[src/rtl/noc_ni_local_pkg.sv]
// Shared flit layout, FSM state types and parity helpers
// for the local-port network interface.
package noc_ni_local_pkg;

  localparam int FLIT_W   = 32;
  localparam int PAY_W    = 28;
  localparam int LEN_W    = 12;
  localparam int ADDR_W   = 4;

  localparam int TYPE_LSB = 29;
  localparam int LEN_LSB  = 17;
  localparam int DST_LSB  = 13;
  localparam int SRC_LSB  = 9;

  localparam logic [2:0] FT_HEADER = 3'b001;
  localparam logic [2:0] FT_BODY   = 3'b010;
  localparam logic [2:0] FT_TAIL   = 3'b100;

  typedef enum logic [1:0] {
    IDLE,
    HEAD,
    PAY
  } tx_state_e;

  typedef enum logic {
    R_HDR,
    R_PAY
  } rx_state_e;

  function automatic logic [FLIT_W-1:0] mk_flit(
    input logic [2:0]       ft,
    input logic [PAY_W-1:0] body
  );
    return {ft, body, ^{ft, body}};
  endfunction

  function automatic logic parity_ok(
    input logic [FLIT_W-1:0] f
  );
    return (^f[FLIT_W-1:1]) == f[0];
  endfunction

endpackage

[src/rtl/noc_ni_local_rx_fifo.sv]
// Receive flit FIFO: occupancy count, full/empty,
// writes while full are silently dropped.
module ni_rx_fifo #(
  parameter  int W     = 32,
  parameter  int DEPTH = 4,
  localparam int AW    = $clog2(DEPTH)
) (
  input  logic          clk,
  input  logic          rst,
  input  logic          wr_en_i,
  input  logic [W-1:0]  wr_data_i,
  input  logic          rd_en_i,
  output logic [W-1:0]  rd_data_o,
  output logic [AW:0]   count_o,
  output logic          full_o,
  output logic          empty_o
);

  logic [W-1:0]  mem_q [DEPTH];
  logic [AW-1:0] wp_q, rp_q;
  logic [AW:0]   count_q;
  logic          wr_ok, rd_ok;

  assign full_o    = (count_q == (AW+1)'(DEPTH));
  assign empty_o   = (count_q == '0);
  assign count_o   = count_q;
  assign rd_data_o = mem_q[rp_q];
  assign wr_ok     = wr_en_i && !full_o;
  assign rd_ok     = rd_en_i && !empty_o;

  always_ff @(posedge clk or posedge rst) begin
    if (rst) begin
      wp_q    <= '0;
      rp_q    <= '0;
      count_q <= '0;
    end else begin
      if (wr_ok) wp_q <= wp_q + 1'b1;
      if (rd_ok) rp_q <= rp_q + 1'b1;
      unique case ({wr_ok, rd_ok})
        2'b10:   count_q <= count_q + 1'b1;
        2'b01:   count_q <= count_q - 1'b1;
        default: count_q <= count_q;
      endcase
    end
  end

  always_ff @(posedge clk) begin
    if (wr_ok) mem_q[wp_q] <= wr_data_i;
  end

endmodule

[src/rtl/noc_ni_local.sv]
// Local-port NI: packetizes PE requests toward the router
// and de-packetizes router flits back to the PE.
module noc_ni_local
  import noc_ni_local_pkg::*;
#(
  parameter int         DATA_WIDTH = 32,
  parameter logic [3:0] CUR_ADDR   = 4'b0011,
  parameter int         RX_DEPTH   = 4
) (
  input  logic                  clk,
  input  logic                  rst,
  output logic [DATA_WIDTH-1:0] TX,
  output logic                  RTS,
  input  logic                  DCTS,
  input  logic [DATA_WIDTH-1:0] RX,
  input  logic                  DRTS,
  output logic                  CTS,
  input  logic                  pe_req,
  input  logic [3:0]            pe_dst,
  input  logic [11:0]           pe_len,
  output logic                  pe_ack,
  input  logic                  pe_wvalid,
  input  logic [27:0]           pe_wdata,
  output logic                  pe_wready,
  output logic                  rx_valid,
  output logic [27:0]           rx_data,
  output logic [3:0]            rx_src,
  output logic                  rx_last,
  input  logic                  rx_ready,
  output logic                  err_parity,
  output logic                  err_ovf,
  output logic                  err_len
);

  localparam int CW = $clog2(RX_DEPTH) + 1;

  tx_state_e        tx_q, tx_d;
  logic [3:0]       dst_q, dst_d;
  logic [11:0]      len_q, len_d;
  logic [11:0]      cnt_q, cnt_d;
  logic [31:0]      last_q;
  logic [31:0]      tx_flit;
  logic             req_ok, is_tail, pay_xfer;

  rx_state_e        rx_q, rx_d;
  logic [3:0]       src_q, src_d;
  logic [11:0]      rem_q, rem_d;
  logic             rx_pop, len_bad;
  logic [31:0]      head;
  logic [2:0]       head_t;
  logic [CW-1:0]    rx_cnt;
  logic             fifo_full, fifo_empty;
  logic             errp_q, erro_q, errl_q;

  assign req_ok   = pe_req && (pe_len != '0);
  assign is_tail  = (cnt_q == len_q - 12'd1);
  assign pay_xfer = (tx_q == PAY) && pe_wvalid && DCTS;

  always_ff @(posedge clk or posedge rst) begin
    if (rst) begin
      tx_q   <= IDLE;
      dst_q  <= '0;
      len_q  <= '0;
      cnt_q  <= '0;
      last_q <= '0;
    end else begin
      tx_q  <= tx_d;
      dst_q <= dst_d;
      len_q <= len_d;
      cnt_q <= cnt_d;
      if (RTS) last_q <= tx_flit;
    end
  end

  always_comb begin
    tx_d  = tx_q;
    dst_d = dst_q;
    len_d = len_q;
    cnt_d = cnt_q;
    unique case (tx_q)
      IDLE: if (req_ok) begin
        tx_d  = HEAD;
        dst_d = pe_dst;
        len_d = pe_len;
      end
      HEAD: if (DCTS) begin
        tx_d  = PAY;
        cnt_d = '0;
      end
      PAY: if (pay_xfer) begin
        cnt_d = cnt_q + 12'd1;
        if (is_tail) tx_d = IDLE;
      end
      default: tx_d = IDLE;
    endcase
  end

  // Ack is gated by rst so it stays low for the whole reset window.
  always_comb begin
    pe_ack    = 1'b0;
    RTS       = 1'b0;
    pe_wready = 1'b0;
    tx_flit   = last_q;
    unique case (tx_q)
      IDLE: pe_ack = req_ok && !rst;
      HEAD: begin
        RTS     = DCTS;
        tx_flit = mk_flit(FT_HEADER,
          {len_q + 12'd1, dst_q, CUR_ADDR, 8'h00});
      end
      PAY: begin
        pe_wready = DCTS;
        RTS       = pay_xfer;
        tx_flit   = mk_flit(is_tail ? FT_TAIL : FT_BODY,
          pe_wdata);
      end
      default: ;
    endcase
  end

  assign TX = RTS ? tx_flit : last_q;

  ni_rx_fifo #(
    .W     (DATA_WIDTH),
    .DEPTH (RX_DEPTH)
  ) u_fifo (
    .clk       (clk),
    .rst       (rst),
    .wr_en_i   (DRTS),
    .wr_data_i (RX),
    .rd_en_i   (rx_pop),
    .rd_data_o (head),
    .count_o   (rx_cnt),
    .full_o    (fifo_full),
    .empty_o   (fifo_empty)
  );

  // Router output lags DCTS by a register, so keep one slot spare.
  assign CTS    = (rx_cnt <= CW'(RX_DEPTH - 2));
  assign head_t = head[31:TYPE_LSB];

  always_ff @(posedge clk or posedge rst) begin
    if (rst) begin
      rx_q   <= R_HDR;
      src_q  <= '0;
      rem_q  <= '0;
      errp_q <= 1'b0;
      erro_q <= 1'b0;
      errl_q <= 1'b0;
    end else begin
      rx_q   <= rx_d;
      src_q  <= src_d;
      rem_q  <= rem_d;
      errp_q <= errp_q | (rx_pop && !parity_ok(head));
      erro_q <= erro_q | (DRTS && fifo_full);
      errl_q <= errl_q | len_bad;
    end
  end

  always_comb begin
    rx_d    = rx_q;
    src_d   = src_q;
    rem_d   = rem_q;
    rx_pop  = 1'b0;
    len_bad = 1'b0;
    unique case (rx_q)
      R_HDR: if (!fifo_empty) begin
        rx_pop = 1'b1;
        if (head_t == FT_HEADER) begin
          src_d = head[SRC_LSB +: 4];
          rem_d = head[LEN_LSB +: 12] - 12'd1;
          rx_d  = R_PAY;
        end else begin
          len_bad = 1'b1;
        end
      end
      R_PAY: if (!fifo_empty && rx_ready) begin
        rx_pop = 1'b1;
        rem_d  = rem_q - 12'd1;
        if (head_t == FT_TAIL) begin
          len_bad = (rem_q != 12'd1);
          rx_d    = R_HDR;
        end else begin
          len_bad = (rem_q == 12'd1);
        end
      end
    endcase
  end

  assign rx_valid   = (rx_q == R_PAY) && !fifo_empty;
  assign rx_data    = (rx_q == R_PAY) ? head[28:1] : '0;
  assign rx_last    = (rx_q == R_PAY) && (head_t == FT_TAIL);
  assign rx_src     = src_q;
  assign err_parity = errp_q;
  assign err_ovf    = erro_q;
  assign err_len    = errl_q;

endmodule

[config.mk]
export PLATFORM = sky130hd
export DESIGN_NAME = noc_ni_local
export DESIGN_NICKNAME = d
export VERILOG_FILES = /design/src/rtl/noc_ni_local_pkg.sv /design/src/rtl/noc_ni_local_rx_fifo.sv /design/src/rtl/noc_ni_local.sv
export SDC_FILE = /design/constraint.sdc
export NUM_CORES = 1
export LEC_CHECK = 0
export BUFFER_PORTS_ARGS = -buffer_cell sky130_fd_sc_hd__buf_2
export CORE_MARGIN = 5
export CORE_UTILIZATION = 49
export DETAILED_ROUTE_END_ITERATION = 8
export PLACE_DENSITY = 0.69
export SLEW_MARGIN = 20
export SYNTH_ARGS = -nofsm -noshare
export SYNTH_HDL_FRONTEND = slang
export SYNTH_SLANG_ARGS = --single-unit
[constraint.sdc]
create_clock -name clk -period 8.4 [get_ports clk]
set_input_delay 1.68 -clock clk [delete_from_list [all_inputs] [get_ports clk]]
set_output_delay 1.68 -clock clk [all_outputs]
set_load 0.01 [all_outputs]
==> Implementation_results.wiki, run 1 <==
{| class="wikitable"
! Metric !! Value
|-
| Final number of setup-violating endpoints || 0
|-
| Slowest Stage Delay on Critical Path || 650 ps
|-
| Most instantiated cells after synthesis || edfxtp_1, dfrtp_1, xnor2_1
|-
| Worst slew margin relative to its limit || 0.3460
|-
| Total negative setup slack || 0 ps
|-
| Register area share after synthesis || 0.5722
|-
| Static leakage || 5.054 nW
|-
| Number of hold buffers added after cts || 0
|-
| Final number of max-transition violations || 0
|-
| Horizontal die dimension || 157.2 um
|-
| Min-Delay Path Class || reg -> reg
|-
| TritonCTS clock tree || built
|-
| Number of placed instances with taps included || 1234
|-
| Crit path max-delay cell type || nor3b_1
|-
| Library cell with the highest instance count after synthesis || edfxtp_1
|-
| Max Clock Freq || 187.4 MHz
|-
| Critical Setup Path Class || reg -> out
|-
| Delay-heaviest family, CP || compound AO/OA/AOI/OAI gates
|-
| Remaining DRCs || 0
|-
| Crit-path max FO || 10
|-
| Final estimated routing congestion in global placement || 0.8262
|-
| Final period demand of the worst path || 5337 ps
|-
| Number of maximum-capacitance violations || 0
|-
| Synth Area per Inst || 12.65 sq um
|-
| Clock tree buffer depth || 3
|-
| Floorplan core area || 21150 sq um
|-
| Required arrival time at the worst endpoint || 6720 ps
|-
| Result of the run || finished, final reports clean
|-
| Setup repair after global routing missed its margin || no
|-
| Final non-filler cell area || 12460 sq um
|-
| Number of nets in the synthesized netlist || 943
|-
| Ratio of total power to cell area || 429.8 nW/um^2
|-
| Netlist area before placement || 10610 sq um
|-
| Maximum ir drop on the vdd rail || 245.8 uV
|-
| Dpl cell area || 11610 sq um
|-
| Element type at the critical path end || output port
|-
| Ordered cell list for the critical path || inv_1 -> ha_1 -> nor3b_1 -> and3_1 -> o21ai_0 -> a211oi_1 -> o211ai_1 -> o21a_1 -> mux2_2 -> buf_2
|-
| Final design utilization || 0.5889
|-
| Final wirelength || 22910 um
|-
| Grt ovf || 0
|-
| Seq. cell area || 6073 sq um
|-
| Total I/O pin count || 156
|-
| Main combinational cell family by area after synthesis || simple AND/OR/NAND/NOR gates
|-
| Top cells by area, synth || edfxtp_1, dfrtp_1, mux4_2
|-
| Transition at the pin with the smallest max-transition slack || 979.9 ps
|-
| Adder-cell share of the synthesized area || 0.02547
|-
| Vias per cell || 5.429
|-
| Top FF cell, synth || edfxtp_1
|-
| Number of hold violations in the final report || 0
|-
| Post-DP HPWL || 15590 um
|-
| Number of fillers in the final layout || 1686
|-
| Clock input transition at the sequential cells of the worst setup and hold paths || 60 ps
|-
| Antenna diode instance count || 0
|-
| Total setup buffers inserted after CTS || 0
|-
| Buffer cell driving the clock tree root || clkbuf_16
|-
| Data arrival time of the critical path || 3660 ps
|-
| Area enclosed by the die boundary || 24700 sq um
|-
| Worst Setup Start Kind || register
|-
| Source-to-sink clock delay at the later pin of the worst-skew pair || 520 ps
|-
| Iter 0 DRT Violations || 343
|-
| Wirelength per Cell || 17.93 um
|-
| Clock buffer count from CTS || 24
|-
| EDFF count, synth || 128
|-
| Area fraction of the dominant cell type after synthesis || 0.3623
|-
| Port Buffers || 155
|-
| Biggest area consumer among synthesized cells || edfxtp_1
|-
| Post-synthesis mux area share || 0.09316
|-
| Global-route wire length before repair || 36380 um
|-
| Die Y-Extent || 157.2 um
|-
| Final critical-path share of the clock period || 0.6354
|-
| Layout cell share with drive strength beyond 1 || 0.2622
|-
| Non-filler instance count after layout || 1278
|-
| Area of the multi-input gates || 4213 sq um
|-
| Ys async rst share || 0.4101
|-
| Sink count of the clock tree || 217
|-
| Synthesized-area fraction occupied by and/or/nand/nor cells || 0.1178
|-
| Area added between synthesis and finish || 17.41%
|-
| Total number of yosys warnings || 0
|-
| Number of instances resized during post-cts repair || 0
|-
| Area share of xor/xnor cells in the synthesized design || 0.09634
|-
| Post-synthesis sequential element count || 217
|-
| Max H-tree Level || 1
|-
| Site row count || 53
|-
| Worst clock skew || 7.611 ps
|-
| Antenna-violating nets left || 0
|-
| Number of nets in the final layout || 1089
|-
| Compound-Gate Fraction of Synth Area || 0.06427
|-
| Library cells used by synthesis || 67
|-
| Maximum number of pins on one net before global-route repair || 67
|-
| Number of antenna violations at the first check in global routing || 0
|-
| GRT Total Usage || 0.1831
|-
| Starting density of the core || 0.5016
|-
| Buffers plus inverters on the worst setup path || 2
|-
| Overall via count from detail_route || 6938
|-
| Vias in the first global route || 6973
|-
| Gate count after technology mapping || 839
|-
| Count of TritonRoute iterations in the first routing pass || 4
|}
[cells by family (layout without fill, tap and decap cells)]
group	count (synthesis)	count (layout)
multiplexers	56	56
AO/OA/AOI/OAI	102	102
XOR/XNOR	112	112
AND/OR/NAND/NOR	252	252
flip-flops	217	217
buffers and inverters	79	243
adder cells (fa/ha/maj)	21	21
[worst paths after layout]
path                                       startpoint                     to  slack, ps  cells after the start
setup / recovery                 len_q[0]$_DFFE_PP0P_                 TX[30]       3060                     10
hold / removal                    last_q[6]$_DFF_PP0_    last_q[6]$_DFF_PP0_        460                      2
setup reg to reg           u_fifo.rp_q[0]$_DFFE_PP0P_  rx_src[1]$_DFFE_PP0P_       5120                      9
hold reg to reg                   last_q[6]$_DFF_PP0_    last_q[6]$_DFF_PP0_        460                      2
max in group asynchronous                         rst         rx_q$_DFF_PP0_       5990                      3
min in group asynchronous                         rst   last_q[30]$_DFF_PP0_       1280                      2
[final cells by class]
| class | instances | share of cell area |
|---|---|---|
| flip-flops and latches | 217 | 0.4875 |
| multi-input cells | 543 | 0.3382 |
| repair buffers | 166 | 0.06890 |
| clock buffers | 32 | 0.05303 |
| well taps | 275 | 0.02762 |
| clock inverters | 12 | 0.01466 |
| inverters | 33 | 0.01004 |
[metal layers]
metal	vias to the layer above	global-route usage	share of wire
li1	3325	-	-
met1	3370	0.2495	0.43
met2	209	0.3072	0.47
met3	34	0.03382	0.069
met4	0	0.04588	0.023
met5	-	0	0
[per-stage QoR]
step                total power, mW  worst slack (ps)  hold slack, ps
floorplan                     3.635              3945           493.2
global placement              4.269              3205           447.8
detailed placement            4.316              3220           447.3
CTS                           5.444              2985           462.6
global route                  5.725              2829           477.0
finish                        5.354              3063           457.9
[worst register-to-register path, cell delays in order (launching register included)]
cell	delay, ps
dfrtp_2	340
buf_4	530
mux4_2	600
inv_1	90
ha_1	160
nor3b_1	280
a21oi_1	100
or2_1	350
nor2_2	360
mux2_1	360
[sequential cells by signal, indices dropped and copies added, names as in the netlist, 2 cells and up]
register	cells
tx_q	2
dst_q	4
u_fifo.wp_q	2
cnt_q	12
rem_q	12
u_fifo.mem_q	128
len_q	12
u_fifo.count_o	3
rx_src	4
u_fifo.rp_q	2
last_q	32
[cells in the final DEF, fill, tap and decap left out, types with 3 or more instances in the layout]
master | synthesis | layout
mux2_1 | 4 | 4
bufinv_16 | 0 | 4
xor2_1 | 28 | 28
nand2_1 | 65 | 65
buf_2 | 6 | 155
nor4_1 | 5 | 5
clkbuf_1 | 34 | 5
nand3_1 | 35 | 35
buf_4 | 1 | 11
ha_1 | 20 | 20
a221oi_1 | 19 | 19
o211ai_1 | 5 | 5
edfxtp_1 | 128 | 128
nand4_1 | 7 | 7
and3_1 | 5 | 5
clkinv_1 | 0 | 5
a21oi_1 | 30 | 30
o22ai_1 | 5 | 5
nor3_1 | 11 | 11
xnor2_1 | 81 | 81
clkbuf_8 | 0 | 3
inv_1 | 32 | 31
nand2b_1 | 4 | 4
mux2_2 | 18 | 18
xnor3_1 | 3 | 3
a21o_1 | 3 | 3
nor2_1 | 60 | 60
mux4_2 | 32 | 32
dfrtp_1 | 89 | 87
and2_1 | 37 | 37
o21ai_0 | 18 | 18
clkbuf_16 | 0 | 24
[where the power goes]
group | switching [mW] | total [mW] | internal (mW)
clock | 0.411 | 1.09 | 0.678
combinational | 1.36 | 2.59 | 1.24
sequential | 0.215 | 1.67 | 1.46
total | 1.98 | 5.35 | 3.37
Power figures use the tool's default switching activity.
==> run 2, diff against run 1 <==
- PLACE_DENSITY: 0.69 -> 0.72
- clock period: 8.4 -> 4.75 ns (I/O delays scaled with it)
==> Implementation_results.wiki, run 2 (synthesis gave the netlist of run 1 again) <==
{| class="wikitable"
! Metric !! Value
|-
| Min-Delay Path Class || in -> async (was reg -> reg)
|-
| Total I/O pin count || 156 (unchanged)
|-
| Number of nets in the final layout || 1094 (was 1089)
|-
| Source-to-sink clock delay at the later pin of the worst-skew pair || 530 ps (was 520 ps)
|-
| Largest regs || u_fifo.mem_q x128, last_q x32 (unchanged)
|-
| Final setup slack of the worst path || 401.1 ps (was 3063 ps)
|-
| Area added between synthesis and finish || 17.51% (was 17.41%)
|-
| Part of the total power dissipated in combinational logic || 0.480 (was 0.484)
|-
| Max H-tree Level || 1 (unchanged)
|-
| Iter 0 DRT Violations || 506 (was 343)
|-
| Final period demand of the worst path || 4349 ps
|-
| DP Worst Slack || 966.8 ps (was 3220 ps)
|-
| Worst Setup Start Kind || register (unchanged)
|-
| Post-DP HPWL || 16260 um (was 15590 um)
|-
| Sink count of the clock tree || 217 (unchanged)
|-
| Element type at the critical path end || output port (unchanged)
|-
| Maximum ir drop on the vdd rail || 525.3 uV (was 245.8 uV)
|-
| Required arrival time at the worst endpoint || 3800 ps (was 6720 ps)
|-
| Vias in the first global route || 6923 (was 6973)
|-
| Global-route wire length before repair || 37180 um (was 36380 um)
|-
| Count of TritonRoute iterations in the first routing pass || 4 (unchanged)
|-
| Worst slew margin relative to its limit || 0.4491 (was 0.3460)
|-
| Clock buffer count from CTS || 24 (unchanged)
|-
| Relative contribution of the clock network to total power || 0.200 (was 0.203)
|-
| Vias per cell || 5.408 (was 5.429)
|-
| Site row count || 53 (unchanged)
|-
| Number of instances resized during post-cts repair || 0 (unchanged)
|-
| Worst clock skew || 21.37 ps (was 7.611 ps)
|-
| Final number of setup-violating endpoints || 0 (unchanged)
|-
| Layout cell share with drive strength beyond 1 || 0.2679 (was 0.2622)
|-
| Final estimated routing congestion in global placement || 0.8680 (was 0.8262)
|-
| Total negative setup slack || 0 ps (unchanged)
|-
| Overall via count from detail_route || 6944 (was 6938)
|-
| Number of hold violations in the final report || 0 (unchanged)
|-
| Number of placed instances with taps included || 1239 (was 1234)
|-
| Remaining DRCs || 0 (unchanged)
|-
| Total power after layout || 9.398 mW (was 5.354 mW)
|-
| Number of maximum-capacitance violations || 0 (unchanged)
|-
| Critical Setup Path Class || reg -> out (unchanged)
|-
| TritonCTS clock tree || built (unchanged)
|-
| Buffer cell driving the clock tree root || clkbuf_16 (unchanged)
|-
| Antenna-violating nets left || 0 (unchanged)
|-
| Total setup buffers inserted after CTS || 0 (unchanged)
|-
| Crit-path max FO || 10 (unchanged)
|-
| GRT Total Usage || 0.1886 (was 0.1831)
|-
| Number of hold buffers added after cts || 0 (unchanged)
|-
| Starting density of the core || 0.5016 (unchanged)
|-
| Leading cell types in the layout, fill and taps excluded || buf_2, edfxtp_1, dfrtp_1 (unchanged)
|-
| Most common cell after layout, fill and taps aside || buf_2 (unchanged)
|-
| Non-filler instance count after layout || 1284 (was 1278)
|-
| Ratio of total power to cell area || 753.8 nW/um^2 (was 429.8 nW/um^2)
|-
| Final number of max-transition violations || 0 (unchanged)
|-
| Transition at the pin with the smallest max-transition slack || 826.4 ps (was 979.9 ps)
|-
| Sw Share || 0.3712 (was 0.3703)
|-
| Largest reg by FF count || u_fifo.mem_q (unchanged)
|-
| Hold slack || 439.9 ps (was 457.9 ps)
|-
| Static leakage || 5.066 nW (was 5.054 nW)
|-
| Switching Power || 3.489 mW (was 1.983 mW)
|-
| Area enclosed by the die boundary || 24700 sq um (unchanged)
|-
| Max Clock Freq || 229.9 MHz
|-
| Floorplan core area || 21150 sq um (unchanged)
|-
| Setup repair after global routing missed its margin || no (unchanged)
|-
| Wirelength per Cell || 18.16 um (was 17.93 um)
|-
| Reg power frac || 0.320 (was 0.312)
|-
| Final wirelength || 23320 um (was 22910 um)
|-
| Maximum number of pins on one net before global-route repair || 65 (was 67)
|-
| Result of the run || finished, final reports clean (unchanged)
|-
| Clock input transition at the sequential cells of the worst setup and hold paths || 60 ps (about the same)
|-
| Grt ovf || 0 (unchanged)
|-
| Number of antenna violations at the first check in global routing || 4 (was 0)
|-
| Final critical-path share of the clock period || 0.9155
|-
| Port Buffers || 155 (unchanged)
|-
| Internal || 5.909 mW (was 3.371 mW)
|-
| Horizontal die dimension || 157.2 um (unchanged)
|-
| Die Y-Extent || 157.2 um (unchanged)
|-
| Clock tree buffer depth || 3 (unchanged)
|-
| Data arrival time of the critical path || 3400 ps (was 3660 ps)
|-
| Number of flip-flops in the largest register || 128 (unchanged)
|}
[run 2: changes by cell type in the layout (fill, tap and decap cells not counted), moves of 2 or more]
cell,delta
clkinv_2,+3
buf_4,+5
clkbuf_1,+2
clkinv_1,-4
[run 2: metal layers]
| layer | track usage | wire [um] | share of wire |
|---|---|---|---|
| met5 | 0 | 36 | 0.0015 |
| met4 | 0.04547 | 504 | 0.022 |
| met3 | 0.04454 | 1661 | 0.071 |
| met2 | 0.3158 | 11440 | 0.49 |
| met1 | 0.2519 | 9677 | 0.41 |
[run 2: stage by stage]
stage | utilization | area (sq um)
floorplan | - | 10610
global placement | 0.5508 | 11650
detailed placement | 0.5508 | 11650
CTS | 0.5893 | 12470
global route | 0.5894 | 12470
finish | 0.5894 | 12470
[run 2: worst paths after layout]
| kind | start | to | slack (ps) | depth (start not counted) |
|---|---|---|---|---|
| setup / recovery | len_q[0]$_DFFE_PP0P_ | TX[30] | 400 | 10 |
| hold / removal | rst | last_q[7]$_DFF_PP0_ | 440 | 2 |
| setup reg to reg | u_fifo.rp_q[0]$_DFFE_PP0P_ | err_parity$_DFF_PP0_ | 1480 | 10 |
| hold reg to reg | err_len$_DFF_PP0_ | err_len$_DFF_PP0_ | 460 | 1 |
| max in group asynchronous | rst | rx_q$_DFF_PP0_ | 3090 | 3 |
| min in group clk | err_len$_DFF_PP0_ | err_len$_DFF_PP0_ | 460 | 1 |
[run 2: cell type report]
cell class	instances	area, sq um
fillers	1689	8686
flip-flops and latches	217	6073
multi-input cells	543	4213
repair buffers	171	895.9
clock buffers	33	654.4
well taps	275	344.1
clock inverters	11	160.2
inverters	33	125.1
diodes	1	2.502
[run 2: worst max-delay path: stages (launching register included)]
cell and delay (ps):
dfrtp_1 480, inv_1 130, ha_1 210, nor3b_1 610
and3_1 250, o21ai_0 70, a211oi_1 210, o211ai_1 210
o21a_1 260, mux2_2 290, buf_2 150
[run 2: power groups by stage]
| stage | Clock (mW) | Combinational, mW | Sequential (mW) |
|---|---|---|---|
| detailed placement | 0 | 4.56 | 3.04 |
| floorplan | 0 | 3.63 | 2.80 |
| global route | 2.00 | 4.94 | 3.08 |
| CTS | 1.91 | 4.58 | 3.01 |
| global placement | 0 | 4.46 | 3.02 |
| finish | 1.88 | 4.51 | 3.01 |
